`config.mk`:
```
export PLATFORM = sky130hd
export DESIGN_NAME = fetch_unit
export DESIGN_NICKNAME = d
export VERILOG_FILES = /design/src/rtl/fetch_unit.sv
export SDC_FILE = /design/constraint.sdc
export NUM_CORES = 1
export LEC_CHECK = 0
export ABC_CLOCK_PERIOD_IN_PS = 6600
export CAP_MARGIN = 20
export CORE_AREA = 2 2 133 135
export DETAILED_ROUTE_END_ITERATION = 10
export DIE_AREA = 0 0 135 137
export PLACE_DENSITY = 0.71
export SETUP_SLACK_MARGIN = 0.05
export SYNTH_ARGS = -nofsm -noshare
export SYNTH_HDL_FRONTEND = slang
export SYNTH_SLANG_ARGS = --single-unit
```
`constraint.sdc`:
```
create_clock -name clk -period 6.6 [get_ports clk]
set_input_delay 0.66 -clock clk [delete_from_list [all_inputs] [get_ports clk]]
set_output_delay 0.66 -clock clk [all_outputs]
set_load 0.05 [all_outputs]
```
`src/rtl/fetch_unit.sv`:
```
// fetch_unit: instruction fetch stage with a two-entry instruction queue.
// The pc register drives the combinational instruction memory directly. Each
// accepted word is queued with its address and presented to decode from the
// head entry registers. Redirects flush the queue and reload pc.
// Optional feature macro: FETCH_MISALIGN_CHK_EN. When defined, a misaligned
// redirect target raises fetch_misalign and halts fetch until an aligned
// redirect arrives. When undefined, redirect targets are word-aligned.
module fetch_unit #(
  parameter logic [31:0] RESET_PC = 32'h0000_0000,
  parameter int unsigned QDEPTH   = 2
) (
  input  logic        clk,
  input  logic        rst_n,
  output logic [31:0] imem_addr,
  input  logic [31:0] imem_rdata,
  input  logic        redirect_valid,
  input  logic [31:0] redirect_pc,
  output logic        if_valid,
  input  logic        if_ready,
  output logic [31:0] if_instr,
  output logic [31:0] if_pc,
  output logic        fetch_misalign
);

  localparam logic [31:0] PC_INIT = RESET_PC & ~32'h3;

  // The queue is built as an explicit head/tail register pair, so only
  // depth 2 is meaningful.
  generate
    if (QDEPTH != 2) begin : g_qdepth_unsupported
      $error("fetch_unit supports QDEPTH == 2 only");
    end
  endgenerate

  // Queue occupancy; HALT exists only with misalignment checking.
  typedef enum logic [1:0] {
    ST_EMPTY,
    ST_ONE,
    ST_FULL
`ifdef FETCH_MISALIGN_CHK_EN
    ,
    ST_HALT
`endif
  } occ_t;

  occ_t        state_q, state_d;
  logic [31:0] pc_q, pc_d;
  logic [31:0] head_pc_q, head_pc_d;
  logic [31:0] head_instr_q, head_instr_d;
  logic [31:0] tail_pc_q, tail_pc_d;
  logic [31:0] tail_instr_q, tail_instr_d;

  logic pop;
  logic push;
  logic halted;

  assign imem_addr = pc_q;
  assign if_valid  = (state_q == ST_ONE) || (state_q == ST_FULL);
  assign if_pc     = head_pc_q;
  assign if_instr  = head_instr_q;

`ifdef FETCH_MISALIGN_CHK_EN
  assign halted         = (state_q == ST_HALT);
  assign fetch_misalign = (state_q == ST_HALT);
`else
  assign halted         = 1'b0;
  assign fetch_misalign = 1'b0;
`endif

  assign pop  = if_valid && if_ready;
  assign push = ((state_q != ST_FULL) || pop) && !redirect_valid && !halted;

  // Next-state logic: occupancy, pc and queue entry updates.
  always_comb begin
    state_d      = state_q;
    pc_d         = pc_q;
    head_pc_d    = head_pc_q;
    head_instr_d = head_instr_q;
    tail_pc_d    = tail_pc_q;
    tail_instr_d = tail_instr_q;

    if (redirect_valid) begin
      // Any pop this cycle has already been taken by decode; the rest of
      // the queue is simply abandoned by marking it empty.
      state_d = ST_EMPTY;
      pc_d    = redirect_pc & 32'hFFFF_FFFC;
`ifdef FETCH_MISALIGN_CHK_EN
      if (redirect_pc[1:0] != 2'b00) begin
        state_d = ST_HALT;
        pc_d    = redirect_pc;
      end
`endif
    end else begin
      if (push) begin
        pc_d = pc_q + 32'd4;
      end
      case (state_q)
        ST_EMPTY: begin
          if (push) begin
            head_pc_d    = pc_q;
            head_instr_d = imem_rdata;
            state_d      = ST_ONE;
          end
        end
        ST_ONE: begin
          if (pop && push) begin
            head_pc_d    = pc_q;
            head_instr_d = imem_rdata;
          end else if (pop) begin
            state_d = ST_EMPTY;
          end else if (push) begin
            tail_pc_d    = pc_q;
            tail_instr_d = imem_rdata;
            state_d      = ST_FULL;
          end
        end
        ST_FULL: begin
          // Push is only possible alongside a pop here; the tail moves to
          // the head and the new word takes the tail slot.
          if (pop) begin
            head_pc_d    = tail_pc_q;
            head_instr_d = tail_instr_q;
            if (push) begin
              tail_pc_d    = pc_q;
              tail_instr_d = imem_rdata;
            end else begin
              state_d = ST_ONE;
            end
          end
        end
`ifdef FETCH_MISALIGN_CHK_EN
        ST_HALT: begin
          state_d = ST_HALT;
        end
`endif
        default: begin
          state_d = ST_EMPTY;
        end
      endcase
    end
  end

  // State and datapath registers with asynchronous active-low reset.
  always_ff @(posedge clk or negedge rst_n) begin
    if (!rst_n) begin
      state_q      <= ST_EMPTY;
      pc_q         <= PC_INIT;
      head_pc_q    <= '0;
      head_instr_q <= '0;
      tail_pc_q    <= '0;
      tail_instr_q <= '0;
    end else begin
      state_q      <= state_d;
      pc_q         <= pc_d;
      head_pc_q    <= head_pc_d;
      head_instr_q <= head_instr_d;
      tail_pc_q    <= tail_pc_d;
      tail_instr_q <= tail_instr_d;
    end
  end

endmodule

```
Yosys cells after proc, flatten, opt, wreduce, memory -nomap -nowiden. Index checks and enable logic that the tools add are counted.

Register bits after elaboration: 162. Latch bits: 0. Bits in writable memories: 0. ROM bits: 0. Bits of input ports: 68. Output and inout bits: 98. Memories kept: 0.

Add/subtract/negate cells: 1. Multipliers: 0. Divide/modulo/power cells: 0. Order comparisons: 0. Equality and inequality tests: 13. Shift-type cells: 0. Mux-type cells: 28. Bitwise logic cells: 1. Reductions and logical operators: 13.

Operators with widths (number): $mux 32 (16); $pmux 32 s3 (2); $pmux 32 s2 (2); $add 32x3->32 const B (1); $reduce_and 5->1 (3); $mux 2 (7); $ne 3x3->1 const B (4); $ne 2x2->1 const B (5); $pmux 2 s3 (1); $ne 4x4->1 const B (1); $reduce_bool 2->1 (2); $logic_and 1x1->1 (3); $reduce_bool 3->1 (1); $eq 2x1->1 const B (1); $eq 2x2->1 const B (1); $logic_not 2->1 (1); $logic_or 1x1->1 (2); $ne 2x1->1 const B (1); $logic_not 1->1 (1); $not 1->1 (1).

Depth between registers and ports, before layout. Gate-level depths: netlist (run 1).

Depth after elaboration: 10. Gate-level depth with buffers: 9. Gate-level depth less buffers: 6.

Worst setup path after synthesis (run 1). Ideal clock, no wire load.

Path kind: flip-flop to flip-flop. Start: reg state_q[0]. End: reg head_instr_q[0], in the netlist if_instr[0]. Library setup time: 126 ps. Data arrival time: 2279 ps. Data required time: 6474 ps. Setup slack: 4195 ps. Cell stages (with the launch flop): 8. Buffers on the path: 2. Clock period less this slack: 2405 ps. Cell sequence: dfrtp_1 -> inv_1 -> ha_1 -> nand2_1 -> a2111oi_2 -> buf_2 -> buf_2 -> a21oi_1.

Longest elaborated chain between the ends: 8.

RTL lines: start: declaration (line 46) `occ_t state_q, state_d;`; start signal: assignment (line 153) `state_q <= state_d;`; $eq 2x1->1 or $eq 2x2->1 (tied branches) (line 58) `assign if_valid = (state_q == ST_ONE) || (state_q == ST_FULL);`; $logic_or 1x1->1 * (line 58); via if_valid (line 18) `output logic if_valid,`; $logic_and 1x1->1 * (line 70) `assign pop = if_valid && if_ready;`; $logic_or 1x1->1 (line 71) `assign push = ((state_q != ST_FULL) || pop) && !redirect_valid && !halted;`; $logic_and 1x1->1 (line 71); $logic_and 1x1->1 (line 106) `if (pop && push) begin`; $ne 2x1->1 (no line); $reduce_and 5->1 (no line) *; end signal: assignment (line 156) `head_instr_q <= head_instr_d;`; end: declaration (line 49) `logic [31:0] head_instr_q, head_instr_d;`.

Mark *: on every way through the listed nets, which the timed path passes. The rest lies on a longest branch. A chain may end at the register's enable or synchronous reset.

Final worst setup path (run 1).
Start: reg state_q[0]. End: reg pc_q[30], in the netlist imem_addr[30].

Longest elaborated chain between the ends: 6.

RTL lines: $eq 2x1->1 or $eq 2x2->1 (tied branches) (line 58); $logic_or 1x1->1 (line 58); $logic_and 1x1->1 (line 70); $logic_or 1x1->1 * (line 71); $logic_and 1x1->1 * (line 71); $reduce_bool 2->1 (no line) *; end signal: assignment (line 154) `pc_q <= pc_d;`; end: declaration (line 47) `logic [31:0] pc_q, pc_d;`.

Every way passes the cells marked *; elsewhere a longest branch is shown, timed or not.

==> impl_metrics.csv, run 1 <==
group,metric,value,unit
run_status,status,"finished clean",
global_route,antenna_found_initial,0,
synthesis,avgSynthCellArea,11.22,um^2
global_route,track_usage,18.62,%
global_route,grt_max_degree,83,
die,fp.dieW,135,um
die,pin_count,166,
sta,fin_setup_tns,0,ns
worst_setup_path,criticalPathCategory,"reg -> reg",
die,core,17060,um^2
sta,period_needed,2.947,ns
worst_setup_path,cp_top_family,"simple AND/OR/NAND/NOR gates",
sta,finalSetupViolations,0,
synthesis,seq_area_frac_synth,55.30,%
synthesis,synth_area_leaders,"dfrtp_1 (55%), mux2_2 (9.4%), mux2i_1 (8.9%)",
global_route,grt_pass1_wl,27200,um
layout,fin_util,55.41,%
global_route,grt-ovfl-total,0,
synthesis,synth-async-reset-ratio,100.0,%
synthesis,synth_mux_area_share,18.82,%
layout,finalNetCount,846,
sta,rsz0062_at_grt,"false",
synthesis,syn_area,7059,um^2
cts,clkLatencyLatePin,0.41,ns
placement,placed_cell_area,8821,um^2
routing,avgRoutedWirePerCell,16.43,um
cts,cts_buffers,17,
synthesis,synth_flop_cell,"dfrtp_1",
cts,cts_tree,"yes",
worst_setup_path,path_buf_inv,3,
placement,portBuffers,158,
power_and_ir_drop,p_leak,3.679,nW
synthesis,synth_top_area_cell,"dfrtp_1",
layout,drive_gt1_share,13.23,%
worst_setup_path,slowest_delay,0.83,ns
global_route,grt_pass1_vias,5371,
routing,firstDrtPassIters,4,
routing,drt-total-wl,16610,um
cts,cts_num_sinks,156,
power_and_ir_drop,finalPower,4.822,mW
synthesis,yosys.area.top_type_share,55.30,%
layout,area_growth,33.87,%
power_and_ir_drop,ir_drop,331.7,uV
cts,cts_max_path_buffers,2,
worst_setup_path,arrival,3.28,ns
synthesis,ys_seq_elements,156,
sta,fmax,339.4,MHz
power_and_ir_drop,p_per_area,510.2,nW/um^2
synthesis,synth_edf_count,0,
synthesis,synth-xor-area-share,1.365,%
sta,fin_worst_skew,0.008745,ns
flow_run,maxCapViolCount,0,
cts,cts_setup_buffers,0,
cts,ctsHoldBuffers,0,
cts,h-tree-depth,4,
worst_setup_path,worstSetupEndpointType,"flip-flop",
routing,viasPerCell,5.214,
worst_setup_path,critPathMaxFanout,18,
worst_setup_path,cp_cell_sequence,"inv_1 > ha_4 > buf_4 > nor2b_1 > buf_4 > or4_1 > or4_1 > a31oi_1",
cts,clkTransAtPathRegs,0.06,ns
worst_setup_path,worst_setup_path_start_kind,"flip-flop",
sta,finalCritPeriodShare,44.65,%
synthesis,synth_compound_area_share,8.649,%
synthesis,synthSimpleGateAreaFrac,11.56,%
worst_setup_path,crit_slowest_cell,"or4_1",
placement,hpwl,10850,um
synthesis,synth_top_family_by_area,"multiplexers",
die,start_util,41.39,%
synthesis,yosys_warnings,0,
sta,tightestPinTransition,0.9463,ns
routing,drt_first_iter_violations,254,
cts,postCtsResizedCells,0,
min_path,min_path_type,"in -> async",
synthesis,synthCells,629,
cts,cts_root_buf,"clkbuf_16",
layout,design_area,9450,um^2
routing,drc,0,
layout,nFillCells,1441,
sta,layout_setup_ws,3.653,ns
die,die_area,18500,um^2
sta,hold_viol,0,
sta,final_max_slew_viol_count,0,
worst_setup_path,cp.required,6.93,ns
layout,multiInputGateArea,2967,um^2
routing,drtAntennaViolNets,0,
routing,num_vias,5271,
layout,antenna_cells,0,
placement,place_ws,3.303,ns
placement,gp_congestion,0.7649,
sta,relSlewSlack,36.91,%
die,fp-row-count,48,
die,die_h,137,um
layout,seq_area,3904,um^2
synthesis,ys_types,41,
synthesis,synthAdderAreaFrac,0.8862,%
## Yosys cell counts, drive strengths merged, types with 8 or more instances
library cell / number
o21ai: 19
dfrtp: 156
xnor2: 9
mux2: 62
clkbuf: 22
nand3: 12
mux2i: 63
a21oi: 63
a31oi: 12
or4: 13
nand4: 8
nand2: 26
or3: 10
buf: 24
nor2: 83
## per-layer routing
layer	wire (um)	part of all wire, %	GRT usage (%)	vias up
met3	759	4.6	4.852	12
met5	0	0	0	-
li1	-	-	-	2518
met4	196	1.2	5.613	0
met2	8645	52	32.29	127
met1	7005	42	22.92	2614
## cells in the final DEF, fill, tap and decap left out, types with 5 or more instances in the layout
| cell | count |
|---|---|
| a21oi_1 | 63 |
| a31oi_1 | 12 |
| buf_4 | 8 |
| clkbuf_16 | 17 |
| clkdlybuf4s50_1 | 157 |
| clkinv_2 | 6 |
| conb_1 | 5 |
| dfrtp_1 | 156 |
| inv_1 | 7 |
| mux2_2 | 59 |
| mux2i_1 | 63 |
| nand2_1 | 26 |
| nand3_1 | 12 |
| nand4_1 | 7 |
| nor2_1 | 83 |
| o21ai_0 | 19 |
| o31ai_1 | 5 |
| or3_1 | 10 |
| or4_1 | 13 |
| xnor2_1 | 9 |
## power by group
group | internal [mW] | switching (mW)
combinational | 0.850 | 1.37
sequential | 1.37 | 0.242
clock | 0.612 | 0.379
total | 2.83 | 1.99
## area by class of cell
cell class	count	share of cell area, %
Sequential cell	156	41.31
Multi-Input combinational cell	424	31.39
Timing Repair Buffer	167	17.68
Clock buffer	20	4.833
Tap cell	225	2.979
Clock inverter	12	1.536
Inverter	7	0.2780
## through the flow
stage,hold WS [ns],std cells
2_1_floorplan,0.3644,633
3_3_place_gp,0.4687,978
3_5_place_dp,0.4764,978
4_1_cts,0.3146,1010
5_1_grt,0.3395,1011
6_report,0.2873,1011
## registers in the layout, summed over array words and instances (netlist names)
signal / count
imem_addr: 30
tail_instr_q: 32
if_pc: 30
tail_pc_q: 30
if_instr: 32
state_q: 2
## final timing paths
kind | start | endpoint | slack (ns) | cells past startpoint
setup / recovery | state_q[0] | imem_addr[30] | 3.65 | 8
hold / removal | rst_n | tail_instr_q[18] | 0.29 | 1
setup reg to reg | state_q[0] | imem_addr[30] | 3.65 | 8
hold reg to reg | tail_pc_q[10] | tail_pc_q[10] | 0.49 | 1
max in group asynchronous | rst_n | imem_addr[27] | 4.88 | 2
min in group clk | tail_pc_q[10] | tail_pc_q[10] | 0.49 | 1
## kinds of logic after synthesis
logic type | after synthesis
fa+ha+maj | 5
compound gates | 109
other cells | 1
simple gates | 169
mux | 125
buf+inv | 53
flops | 156
xor+xnor | 11
No activity file was read; power rests on OpenSTA's default activity.
==> inputs of run 2 (changes only) <==
- ABC_CLOCK_PERIOD_IN_PS: 6600 -> 2400
- PLACE_DENSITY: 0.71 -> 0.74
- clock period: 6.6 -> 2.4 ns (I/O delays scaled with it)
==> impl_metrics.csv, run 2 (synthesized netlist as in run 1, its figures left out) <==
group,metric,value,unit
sta,rsz0062_at_grt,"false",
sta,period_needed,2.244,ns
sta,fmax,445.6,MHz
cts,cts_num_sinks,156,
power_and_ir_drop,p_switching,5.500,mW
power_and_ir_drop,p_leak,3.852,nW
cts,cts_max_path_buffers,2,
worst_setup_path,arrival,2.59,ns
sta,fin_setup_tns,0,ns
worst_setup_path,criticalPathCategory,"reg -> reg",
layout,final_cell_mix,"dfrtp_1 (156), clkdlybuf4s50_1 (156), nor2_1 (83)",
sta,fin_worst_skew,0.006701,ns
routing,drt-total-wl,16730,um
power_and_ir_drop,p_per_area,1402,nW/um^2
worst_setup_path,reg2reg_slack,0.16,ns
routing,drtAntennaViolNets,0,
sta,relSlewSlack,60.27,%
die,fp-row-count,48,
die,core,17060,um^2
die,die_area,18500,um^2
routing,drc,0,
layout,finalNetCount,875,
sta,hold_viol,0,
cts,h-tree-depth,4,
worst_setup_path,ff2ff_path_depth,6,
routing,num_vias,5334,
sta,tightestPinTransition,0.5959,ns
layout,antenna_cells,0,
worst_setup_path,crit_slowest_cell,"or4_1",
worst_setup_path,cp_cell_sequence,"ha_4 > nor2b_1 > or4_1 > buf_4 > or4_1 > a31oi_1",
power_and_ir_drop,seqPwrFrac,31.9,%
global_route,grt_pass1_vias,5093,
routing,viasPerCell,5.139,
power_and_ir_drop,p_sw_share,40.18,%
global_route,met1_usage,23.05,%
die,die_h,137,um
layout,drive_gt1_share,15.99,%
min_path,min_path_type,"in -> async",
sta,layout_setup_ws,0.1557,ns
power_and_ir_drop,clock_power_share,21.7,%
global_route,grt_util_met2,30.09,%
global_route,track_usage,18.19,%
power_and_ir_drop,finalPower,13.69,mW
cts,cts_buffers,17,
placement,hpwl,11170,um
worst_setup_path,critPathMaxFanout,18,
cts,clkLatencyLatePin,0.42,ns
worst_setup_path,timing.rr.end,"imem_addr[28]",
routing,firstDrtPassIters,5,
flow_run,maxCapViolCount,0,
cts,clkTransAtPathRegs,0.06,ns
power_and_ir_drop,intPower,8.189,mW
sta,finalSetupViolations,0,
routing,drt_first_iter_violations,238,
cts,cts_tree,"yes",
die,pin_count,166,
layout,design_area,9761,um^2
global_route,grt-ovfl-total,0,
placement,gp_congestion,0.7768,
worst_setup_path,cp.required,2.74,ns
global_route,top_usage_layer,"met2",
sta,fin_hold_ws,0.3727,ns
placement,place_ws,0.05656,ns
sta,finalCritPeriodShare,93.51,%
global_route,antenna_found_initial,0,
worst_setup_path,slowest_delay,0.53,ns
worst_setup_path,worstSetupEndpointType,"flip-flop",
run_status,status,"finished clean",
global_route,grt_max_degree,73,
layout,fin_cells,1038,
worst_setup_path,timing.rr.start,"state_q[1]",
global_route,grt_pass1_wl,26290,um
die,start_util,41.39,%
layout,multiInputGateArea,2969,um^2
sta,final_max_slew_viol_count,0,
die,fp.dieW,135,um
global_route,met3_usage,4.481,%
layout,seq_area,3904,um^2
cts,cts_root_buf,"clkbuf_16",
worst_setup_path,path_common_cell,"or4_1",
placement,placed_cells,1004,
placement,placed_cell_area,9069,um^2
layout,fin_util,57.23,%
worst_setup_path,worst_setup_path_start_kind,"flip-flop",
routing,avgRoutedWirePerCell,16.11,um
power_and_ir_drop,pwr-share-comb,46.4,%
layout,nFillCells,1472,
power_and_ir_drop,ir_drop,761.7,uV
placement,portBuffers,158,
layout,area_growth,38.27,%
-- run 2: final cells by class --
cell class	count	share of cell area, %
Sequential cell	156	39.99
Multi-Input combinational cell	424	30.42
Timing Repair Buffer	196	19.79
Clock buffer	23	4.999
Tap cell	225	2.884
Clock inverter	7	1.641
Inverter	7	0.2692
-- run 2: worst max path at each step --
stage,start,endpoint,slack (ns),cells after the start
6_report,state_q[1],imem_addr[28],0.16,6
5_1_grt,state_q[1],imem_addr[28],0.05,6
4_1_cts,state_q[0],if_instr[17],0.14,6
3_5_place_dp,if_ready,tail_instr_q[23],0.06,6
3_3_place_gp,if_ready,imem_addr[28],0.06,6
2_1_floorplan,state_q[0],tail_pc_q[5],0.06,8
-- run 2: repair_timing --
item	CTS	global route
pin swaps	0	1
hold buffers	1	0
setup endpoints to repair	1	32
resized for setup	1	2
cloned	0	1
hold endpoints to repair	54	0
buffers inserted	0	2
-- run 2: power by group through the flow --
stage                     Clock, mW  Combinational (mW)  Sequential, mW
after detailed placement          0                6.31            4.42
after floorplan                   0                2.37            6.28
after CTS                      3.04                6.32            4.38
after global placement            0                6.20            4.36
after global routing           3.13                6.79            4.51
final                          2.97                6.35            4.37
-- run 2: layer usage --
layer | vias up | part of all wire, %
li1 | 2576 | -
met1 | 2627 | 45
met2 | 112 | 49
met3 | 19 | 4.3
met4 | 0 | 1.8
met5 | - | 0
-- run 2: worst max-delay path: cells and delay by family (launching register included) --
family / cells / cell delay [ns]
DFF: 1 / 0.44
buffers and inverters: 1 / 0.21
and+or+nand+nor: 3 / 1.16
AOI/OAI and AO/OA: 1 / 0.17
adders and majority gates: 1 / 0.18
==> inputs of run 3 (changes only) <==
- ABC_CLOCK_PERIOD_IN_PS: 2400 -> 2810
- CAP_MARGIN: 20 -> default
- DONT_BUFFER_PORTS: default -> 1
- PLACE_DENSITY: 0.74 -> 0.59
- clock period: 2.4 -> 2.81 ns (I/O delays scaled with it)
==> impl_metrics.csv, run 3 (synthesized netlist as in run 1, its figures left out) <==
group,metric,value,unit
run_status,status,"finished, violations left",
run_status,violations,"hold timing",
global_route,grt-ovfl-total,0,
worst_setup_path,timing.rr.start,"state_q[0]",
worst_setup_path,cp_cell_sequence,"inv_1 > ha_4 > buf_4 > nand2b_1 > nand4_1 > xor2_1 > o21ai_0",
cts,cts_buffers,17,
placement,gp_congestion,0.7513,
global_route,track_usage,18.73,%
layout,finalNetCount,760,
die,pin_count,166,
flow_run,maxCapViolCount,0,
power_and_ir_drop,ir_drop,598.4,uV
routing,drtAntennaViolNets,0,
die,core,17060,um^2
sta,fin_setup_tns,0,ns
global_route,grt_max_degree,157,
worst_setup_path,worst_setup_path_start_kind,"flip-flop",
cts,cts_setup_buffers,0,
placement,hpwl,10460,um
sta,final_max_slew_viol_count,0,
routing,drc,0,
cts,cts_max_path_buffers,2,
global_route,grt_pass1_wl,26970,um
power_and_ir_drop,p_leak,3.359,nW
worst_setup_path,worstSetupEndpointType,"flip-flop",
layout,area_growth,20.81,%
layout,final_common_cell,"dfrtp_1",
sta,fmax,404.9,MHz
layout,final_cell_mix,"dfrtp_1 (156), nor2_1 (83), mux2i_1 (63), a21oi_1 (63), mux2_2 (59)",
cts,cts_num_sinks,156,
cts,ctsHoldBuffers,49,
worst_setup_path,critPathMaxFanout,66,
power_and_ir_drop,finalPower,10.38,mW
die,fp-row-count,48,
placement,portBuffers,0,
cts,postCtsResizedCells,0,
min_path,min_path_type,"in -> async",
routing,drt-total-wl,16770,um
layout,antenna_cells,0,
routing,firstDrtPassIters,4,
cts,cts_root_buf,"clkbuf_16",
sta,tightestPinTransition,1.169,ns
layout,fin_cells,925,
worst_setup_path,reg2reg_slack,0.34,ns
cts,cts_tree,"yes",
die,fp.dieW,135,um
sta,fin_worst_skew,0.006528,ns
worst_setup_path,cp.required,3.07,ns
routing,avgRoutedWirePerCell,18.13,um
routing,num_vias,4991,
routing,drt_first_iter_violations,220,
worst_setup_path,slowest_delay,0.87,ns
sta,finalCritPeriodShare,87.89,%
die,die_area,18500,um^2
global_route,antenna_found_initial,0,
sta,relSlewSlack,22.07,%
placement,placed_cells,844,
die,die_h,137,um
worst_setup_path,timing.rr.end,"imem_addr[6]",
sta,finalSetupViolations,0,
power_and_ir_drop,p_per_area,1217,nW/um^2
sta,hold_viol,156,
sta,rsz0062_at_grt,"false",
cts,h-tree-depth,4,
die,start_util,41.39,%
global_route,grt_pass1_vias,5329,
worst_setup_path,ff2ff_path_depth,7,
layout,drive_gt1_share,18.14,%
worst_setup_path,crit_slowest_cell,"buf_4",
worst_setup_path,criticalPathCategory,"reg -> reg",
worst_setup_path,arrival,2.73,ns
sta,period_needed,2.470,ns
sta,fin_hold_ws,-0.4464,ns
cts,clkLatencyLatePin,0.42,ns
cts,clkTransAtPathRegs,0.06,ns
routing,viasPerCell,5.396,
[run 3: changes by cell type in the layout (fill, tap and decap cells not counted), sizes merged, moves of 2 or more]
cell	before	now
dlygate4sd3	1	49
buf	37	32
clkinv	2	6
bufinv	5	1
clkdlybuf4s50	156	0
clkinvlp	0	2
clkbuf	24	22
[run 3: report_power, final]
part	switching, mW	internal [mW]
Clock	0.923	1.33
Combinational	1.48	1.29
Sequential	2.17	3.18
[run 3: per-layer routing]
layer	global-route usage [%]	wire length, um	vias up
li1	-	-	2347
met1	22.44	6997	2492
met2	31.73	8466	125
met3	5.444	932	27
met4	7.697	372	0
met5	0	0	-
[run 3: worst max path at each step]
stage	startpoint	endpoint	slack, ns	depth (start not counted)
finish	state_q[0]	imem_addr[6]	0.34	7
global route	state_q[0]	imem_addr[4]	0.08	7
CTS	state_q[0]	imem_addr[6]	0.29	7
detailed placement	state_q[0]	imem_addr[6]	0.33	7
global placement	state_q[0]	imem_addr[6]	0.38	7
floorplan	state_q[0]	if_instr[0]	0.40	7
[run 3: per-stage QoR]
step                      setup WS [ns]  util [%]  cell area, um^2
after CTS                        0.2900     50.00             8528
after detailed placement         0.3314     43.71             7456
after global placement           0.3838     43.71             7456
after global routing            0.07982     50.00             8528
final                            0.3403     50.00             8528
after floorplan                  0.4049         -             7074
[run 3: worst max-delay path: cells and delay by family (launching register included)]
kind,cells,cell delay [ns]
buf+inv,2,1.01
xor+xnor,1,0.15
compound gates,1,0.08
simple gates,2,0.49
fa+ha+maj,1,0.15
flops,1,0.42
[run 3: cell type report]
class	instances	area, um^2
Clock buffer	22	494.2
Clock inverter	10	87.58
Fill cell	1539	8528
Inverter	7	26.28
Multi-Input combinational cell	424	2967
Sequential cell	156	3904
Tap cell	225	281.5
Timing Repair Buffer	81	768.2
